[config.mk]
export PLATFORM = sky130hd
export DESIGN_NAME = axis_rx_fifo_writer
export DESIGN_NICKNAME = d
export VERILOG_FILES = /design/src/rtl/axis_rx_fifo_writer.sv
export SDC_FILE = /design/constraint.sdc
export NUM_CORES = 1
export LEC_CHECK = 0
export CAP_MARGIN = 20
export CORE_UTILIZATION = 38
export DETAILED_ROUTE_END_ITERATION = 7
export SLEW_MARGIN = 25
export SYNTH_ARGS = -nofsm -noshare
export SYNTH_HDL_FRONTEND = slang
export SYNTH_SLANG_ARGS = --single-unit
[constraint.sdc]
create_clock -name wr_clk -period 4 [get_ports wr_clk]
set_clock_uncertainty 0.05 [all_clocks]
set_input_delay 0.8 -clock wr_clk [delete_from_list [all_inputs] [get_ports wr_clk]]
set_output_delay 0.8 -clock wr_clk [all_outputs]
set_load 0.05 [all_outputs]
[src/rtl/axis_rx_fifo_writer.sv]
// AXI-Stream receive side of a packet FIFO: two-entry skid buffer feeding the
// async FIFO, beat/length accounting and a four-phase packet-ready handshake.
module axis_rx_fifo_writer #(
   parameter int DATA_WIDTH = 32,
   parameter int PKT_LEN    = 256
) (
   input  logic                    wr_clk,
   input  logic                    wr_rst,
   input  logic [DATA_WIDTH-1:0]   S_AXIS_TDATA,
   input  logic [DATA_WIDTH/8-1:0] S_AXIS_TSTRB,
   input  logic                    S_AXIS_TVALID,
   output logic                    S_AXIS_TREADY,
   input  logic                    S_AXIS_TLAST,
   output logic [DATA_WIDTH-1:0]   fifo_din,
   output logic                    fifo_wr_en,
   input  logic                    fifo_full,
   output logic                    pkt_req,
   input  logic                    pkt_ack,
   output logic [3:0]              pkt_pending,
   output logic                    pkt_len_err,
   output logic                    strb_err,
   output logic                    pend_ovf,
   input  logic                    err_clr
);
   localparam int CNT_W  = $clog2(PKT_LEN) + 1;
   localparam int STRB_W = DATA_WIDTH / 8;
   localparam logic [CNT_W-1:0] LEN_FULL = CNT_W'(PKT_LEN);

   typedef enum logic [1:0] {IDLE, REQ, WAIT_LOW} hs_state_t;

   function automatic logic [3:0] pend_step(input logic [3:0] cur, input logic inc,
                                            input logic dec);
      logic [3:0] nxt;
      nxt = cur;
      if (inc && !dec && cur != 4'hF)
         nxt = cur + 4'd1;
      else if (dec && !inc && cur != 4'h0)
         nxt = cur - 4'd1;
      return nxt;
   endfunction

   function automatic logic sticky(input logic cur, input logic set, input logic clr);
      return set || (cur && !clr);
   endfunction

   logic                  out_valid, out_valid_n, skid_valid, skid_valid_n;
   logic                  out_last, out_last_n, skid_last, skid_last_n;
   logic [DATA_WIDTH-1:0] out_data, out_data_n, skid_data, skid_data_n;
   logic                  accept, out_ready;

   logic [CNT_W-1:0]      beat_cnt, cnt_n, cnt_inc;
   logic                  len_set, strb_set, ovf_set, pkt_done, ack_evt;
   logic                  ack_meta, ack_s;
   hs_state_t             state, state_n;
   logic                  req_n;

   assign accept     = S_AXIS_TVALID && S_AXIS_TREADY;
   assign out_ready  = !out_valid || !fifo_full;
   assign fifo_wr_en = out_valid && !fifo_full;
   assign fifo_din   = out_data;

   // Skid buffer: the skid entry refills the output entry whenever it drains,
   // and a new beat lands in whichever entry is free after that move.
   always_comb begin
      out_valid_n  = out_valid;
      out_last_n   = out_last;
      out_data_n   = out_data;
      skid_valid_n = skid_valid;
      skid_last_n  = skid_last;
      skid_data_n  = skid_data;
      if (out_ready)
         out_valid_n = 1'b0;
      if (skid_valid && out_ready) begin
         out_valid_n  = 1'b1;
         out_last_n   = skid_last;
         out_data_n   = skid_data;
         skid_valid_n = 1'b0;
      end
      if (accept) begin
         if (!out_valid_n) begin
            out_valid_n = 1'b1;
            out_last_n  = S_AXIS_TLAST;
            out_data_n  = S_AXIS_TDATA;
         end else begin
            skid_valid_n = 1'b1;
            skid_last_n  = S_AXIS_TLAST;
            skid_data_n  = S_AXIS_TDATA;
         end
      end
   end

   always_ff @(posedge wr_clk or posedge wr_rst) begin
      if (wr_rst) begin
         out_valid     <= 1'b0;
         out_last      <= 1'b0;
         out_data      <= '0;
         skid_valid    <= 1'b0;
         skid_last     <= 1'b0;
         skid_data     <= '0;
         S_AXIS_TREADY <= 1'b0;
      end else begin
         out_valid     <= out_valid_n;
         out_last      <= out_last_n;
         out_data      <= out_data_n;
         skid_valid    <= skid_valid_n;
         skid_last     <= skid_last_n;
         skid_data     <= skid_data_n;
         S_AXIS_TREADY <= !skid_valid_n;
      end
   end

   // Beat accounting on written beats; a full-length run without TLAST wraps.
   assign cnt_inc = beat_cnt + CNT_W'(1);

   always_comb begin
      cnt_n   = beat_cnt;
      len_set = 1'b0;
      if (fifo_wr_en) begin
         if (out_last) begin
            cnt_n   = '0;
            len_set = (cnt_inc != LEN_FULL);
         end else if (cnt_inc == LEN_FULL) begin
            cnt_n   = '0;
            len_set = 1'b1;
         end else begin
            cnt_n = cnt_inc;
         end
      end
   end

   assign strb_set = accept && (S_AXIS_TSTRB != {STRB_W{1'b1}});
   assign pkt_done = fifo_wr_en && out_last;
   assign ack_evt  = (state == REQ) && ack_s;
   assign ovf_set  = pkt_done && !ack_evt && (pkt_pending == 4'hF);

   always_ff @(posedge wr_clk or posedge wr_rst) begin
      if (wr_rst) begin
         beat_cnt    <= '0;
         pkt_pending <= 4'd0;
         pkt_len_err <= 1'b0;
         strb_err    <= 1'b0;
         pend_ovf    <= 1'b0;
         ack_meta    <= 1'b0;
         ack_s       <= 1'b0;
      end else begin
         beat_cnt    <= cnt_n;
         pkt_pending <= pend_step(pkt_pending, pkt_done, ack_evt);
         pkt_len_err <= sticky(pkt_len_err, len_set, err_clr);
         strb_err    <= sticky(strb_err, strb_set, err_clr);
         pend_ovf    <= sticky(pend_ovf, ovf_set, err_clr);
         ack_meta    <= pkt_ack;
         ack_s       <= ack_meta;
      end
   end

   // Handshake FSM toward the read domain.
   always_ff @(posedge wr_clk or posedge wr_rst) begin
      if (wr_rst) begin
         state   <= IDLE;
         pkt_req <= 1'b0;
      end else begin
         state   <= state_n;
         pkt_req <= req_n;
      end
   end

   always_comb begin
      state_n = state;
      case (state)
         IDLE:     if (pkt_pending != 4'd0) state_n = REQ;
         REQ:      if (ack_s) state_n = WAIT_LOW;
         WAIT_LOW: if (!ack_s) state_n = IDLE;
         default:  state_n = IDLE;
      endcase
   end

   always_comb begin
      req_n = (state_n == REQ);
   end

endmodule
[Word level (Yosys, flattened, before mapping)]
Index checks and enable logic that the tools add are counted.
Word-level totals
  register bits after elaboration: 90
  input bits: 43
  word-level logic and storage cells: 78
Cells by class
  $add $sub $neg: 3
  eq/ne operators: 8
  multiplexer cells: 23
  reduce and logical (&&, ||, !) cells: 28
Operators by type and width (count)
  $mux 32: 3
  $mux 9: 2
  $logic_and 1x1->1: 14
  $mux 1: 12
  $add 9x1->9 const B: 1
  $eq 9x9->1 const B: 1
  $ne 9x9->1 const B: 1
  $mux 4: 2
  $ne 4x4->1 const B: 2
  $logic_not 1->1: 6
  $mux 2: 3
  $pmux 2 s3: 1
  $add 4x1->4 const B: 1
  $eq 2x1->1 const B: 2
  $eq 4x4->1 const B: 1
  $logic_or 1x1->1: 4
  $reduce_bool 4->1: 1
  $sub 4x1->4 const B: 1
  $eq 2x2->1 const B: 1
  $logic_not 2->1: 1
  $reduce_and 2->1: 1
  $reduce_bool 2->1: 1

[Logic depth before layout (Yosys ltp)]
  depth in word-level cells: 8
  depth in mapped cells: 8
  depth with buffers taken out: 8

[Worst setup path after synthesis]
OpenSTA, ideal clock, no wires.
  kind: input-to-reg
  from: in fifo_full
  to: reg pkt_pending[1]
  setup time: 125 ps
  data arrival time: 2182 ps
  required time: 3825 ps
  setup slack: 1643 ps
  stages: 6
  path buffers: 0
  path through: nand2b_1 clkinv_1 nand2_1 nand3_1 nand2_1 mux2_2
Between the ends
  longest elaborated chain between the ends: 7
  elaborated cells on any way between the ends: 10
  classes of those cells: 1 x mux; 9 x reduce/logical
Ends and longest elaborated chain
  from (decl): RTL line 16  | input logic fifo_full,
  $logic_not 1->1 *: RTL line 59  | assign fifo_wr_en = out_valid && !fifo_full;
  $logic_and 1x1->1 *: RTL line 59
  net fifo_wr_en: RTL line 15  | output logic fifo_wr_en,
  $logic_and 1x1->1 *: RTL line 132  | assign pkt_done = fifo_wr_en && out_last;
  $logic_not 1->1: RTL line 37  | else if (dec && !inc && cur != 4'h0)
  $logic_and 1x1->1 (2 in series): RTL line 37
  $reduce_bool 2->1 (no source line)
  to (signal assigned): RTL line 147  | pkt_pending <= pend_step(pkt_pending, pkt_done, ack_evt);
  to (decl): RTL line 19  | output logic [3:0] pkt_pending,
The timed path passes the listed nets; every way through them passes the cells marked *.
A chain may end at the register's enable or synchronous reset.

[Worst setup path in the final report]
  from: in fifo_full
  to: out fifo_wr_en
Between the ends
  longest elaborated chain between the ends: 2
Ends and longest elaborated chain (RTL line)
  $logic_not 1->1: 59
  $logic_and 1x1->1: 59
  to (decl): 15
Every way passes these cells.

==> flow_metrics.py <==
metrics = {
    "grt": {
        "grt_pass1_vias": 2757,
        "antenna_found_initial": 0,
        "grt_pass1_wl_mm": 13.5,
        "grt_overflow": 0,
        "grt_start_max_net_pins": 50,
        "grt_usage_pct": 16.6,
    },
    "layout": {
        "final_area_sq_mm": 0.00510,
        "seq_area_sq_mm": 0.00225,
        "syn_to_final_growth_pct": 30.9,
        "nets": 463,
        "multiInputGateArea_sq_mm": 0.00159,
        "fin_util_pct": 51.8,
        "stdcell_count": 553,
        "insertedDiodeCount": 0,
        "drive_gt1_share_pct": 13.8,
        "fillers": 891,
    },
    "clocking": {
        "holdBufCountCts": 0,
        "worstSkewPairLatency_ns": 0.35,
        "clock_sinks": 90,
        "clock-root-buffer": "clkbuf_8",
        "cts_tree": "built",
        "cts_setup_buffers": 0,
        "cts_resized": 0,
        "numCtsBuffers": 9,
        "clockBufferDepth": 2,
        "clkTransAtPathRegs_ns": 0.09,
        "htreeDepth": 3,
    },
    "setup_path": {
        "cp-start-kind": "primary input",
        "endpoint_kind": "primary output",
        "worstPathArrival_ns": 2.55,
        "crit_required_ns": 3.15,
        "cp_max_fo": 9,
        "crit_type": "primary input to primary output",
    },
    "sta": {
        "slew_headroom_pct": 41.4,
        "slew_viol_final": 0,
        "hold-worst-slack_ns": 0.301,
        "min_period_ns": 3.40,
        "timing.fmax_mhz": 294,
        "hold_violations": 0,
        "rsz0062_at_grt": "no",
        "final.setup.tns_ns": 0,
        "setup_viol": 0,
        "final.period_utilization_pct": 85.0,
        "worst_pin_slew_ns": 0.879,
    },
    "yosys": {
        "synth_area_sq_mm": 0.00390,
        "synth_edf_count": 0,
        "synthCells": 331,
        "ys_async_sr_fraction_pct": 100,
        "synth_ff_type": "dfrtp_1",
        "synth_fp_nets": 378,
        "synth_seq_cells": 90,
        "yosysSeqAreaShare_pct": 57.7,
        "synthDistinctLibCells": 38,
        "yosysWarnings": 0,
        "avgSynthCellArea_sq_um": 11.8,
    },
    "worst_hold_path": {
        "min_path_type": "register to register",
    },
    "detailed_routing": {
        "detail-route-antenna-nets": 0,
        "drtIter0Drc": 59,
        "dr.pass1.iters": 4,
        "wl_per_cell_um": 14.6,
        "via_count": 2746,
        "route.detailed.drc": 0,
        "viasPerCell": 4.97,
        "wl_mm": 8.05,
    },
    "outcome": {
        "outcome": "finished clean",
    },
    "placement": {
        "dp_cells": 538,
        "io_buffer_count": 84,
        "gp_congestion": 0.778,
        "placed_area_sq_mm": 0.00492,
        "hpwlAfterDp_mm": 5.23,
    },
    "floorplanning": {
        "start_util_pct": 39.5,
        "die_w_um": 103,
        "core_sq_mm": 0.00986,
        "die-area_sq_mm": 0.0107,
        "row_count": 36,
        "die_h_um": 103,
        "io_pins": 85,
    },
    "run": {
        "drv_cap": 0,
    },
    "power_and_ir_drop": {
        "power_density_mw_per_mm2": 885,
        "ir_worst_vdd_mv": 0.373,
        "p_leak_nw": 2.08,
    },
}
critical path: stages:
cell	delay [ns]
clkdlybuf4s50_1	0.57
nand2b_1	0.16
clkinv_1	0.24
clkdlybuf4s50_1	0.78
area by class of cell:
class | count | area share (%)
flip-flops and latches | 90 | 44.1
multi-input cells | 220 | 31.1
repair buffers | 89 | 17.5
well taps | 133 | 3.26
clock buffers | 13 | 2.92
clock inverters | 2 | 0.735
inverters | 6 | 0.466
registers in the layout (all words and copies together) (netlist names), 2 cells and up:
register and count:
skid_data 32, state 2, pkt_pending 4, beat_cnt 9, fifo_din 32
worst paths after layout:
kind                       depth (start not counted)                 from  slack, ns                          to
min in group asynchronous                          2               wr_rst       0.86          state[1]$_DFF_PP0_
setup / recovery                                   4            fifo_full       0.60                  fifo_wr_en
max in group asynchronous                          3               wr_rst       2.32       fifo_din[4]$_DFF_PP0_
hold reg to reg                                    0   ack_meta$_DFF_PP0_       0.30             ack_s$_DFF_PP0_
hold / removal                                     0   ack_meta$_DFF_PP0_       0.30             ack_s$_DFF_PP0_
setup reg to reg                                   9  out_valid$_DFF_PP0_       1.80  pkt_pending[3]$_DFFE_PP0P_
cells by family after synthesis:
group           after synthesis  share of synthesized area (%)
flops                        90                           57.7
xor+xnor                      7                           1.57
mux                          68                           18.6
fa+ha+maj                     4                           1.48
compound gates               64                           9.62
buf+inv                      21                           2.24
simple gates                 77                           8.79
metal layers:
metal	global-route usage, %	vias to the layer above	part of all wire [%]
li1	-	1336	-
met1	20.5	1338	44
met2	27.3	66	47
met3	6.85	6	7.6
met4	3.90	0	0.84
met5	0	-	0
layout by cell type (no fill, tap or decap), types with 2 or more instances in the layout:
master | netlist | layout
or4_1 | 2 | 2
dfrtp_1 | 90 | 90
nand3_1 | 5 | 4
mux2_2 | 35 | 35
clkdlybuf4s50_1 | 0 | 84
nand2b_1 | 3 | 3
o31ai_1 | 3 | 3
buf_4 | 0 | 4
o21ai_0 | 8 | 8
clkbuf_1 | 4 | 3
inv_1 | 5 | 4
clkbuf_8 | 0 | 10
nor3_1 | 5 | 5
a211oi_1 | 2 | 2
a22o_1 | 3 | 3
nor2_1 | 39 | 38
xor2_1 | 6 | 6
nand2_1 | 15 | 15
a21oi_1 | 39 | 39
nand4_1 | 3 | 3
ha_1 | 3 | 3
mux2i_1 | 33 | 33
metrics by stage:
step | setup WS (ns) | total power [mW]
after floorplan | 0.815 | 3.23
after global placement | 0.624 | 3.91
after detailed placement | 0.612 | 3.95
after CTS | 0.606 | 4.58
after global routing | 0.515 | 4.81
final | 0.600 | 4.52
report_power, final:
group | total, mW | internal, mW | switching [mW]
clock network | 0.609 | 0.304 | 0.305
logic | 2.29 | 0.930 | 1.36
registers | 1.62 | 1.34 | 0.278
total | 4.52 | 2.57 | 1.95
cells in the mapped netlist (3+ instances only):
cell type,instances,area (sq um)
inv_1,5,18.8
nand2_1,15,56.3
mux2i_1,33,330
buf_2,7,35.0
o21ai_0,8,40.0
nand4_1,3,18.8
a22o_1,3,26.3
xor2_1,6,52.6
nand2b_1,3,18.8
nor3_1,5,25.0
mux2_2,35,394
nor2_1,39,146
buf_1,4,15.0
clkbuf_1,4,15.0
o31ai_1,3,22.5
ha_1,3,37.5
nand3_1,5,25.0
a21oi_1,39,195
dfrtp_1,90,2250
No activity file was read; power rests on OpenSTA's default activity.
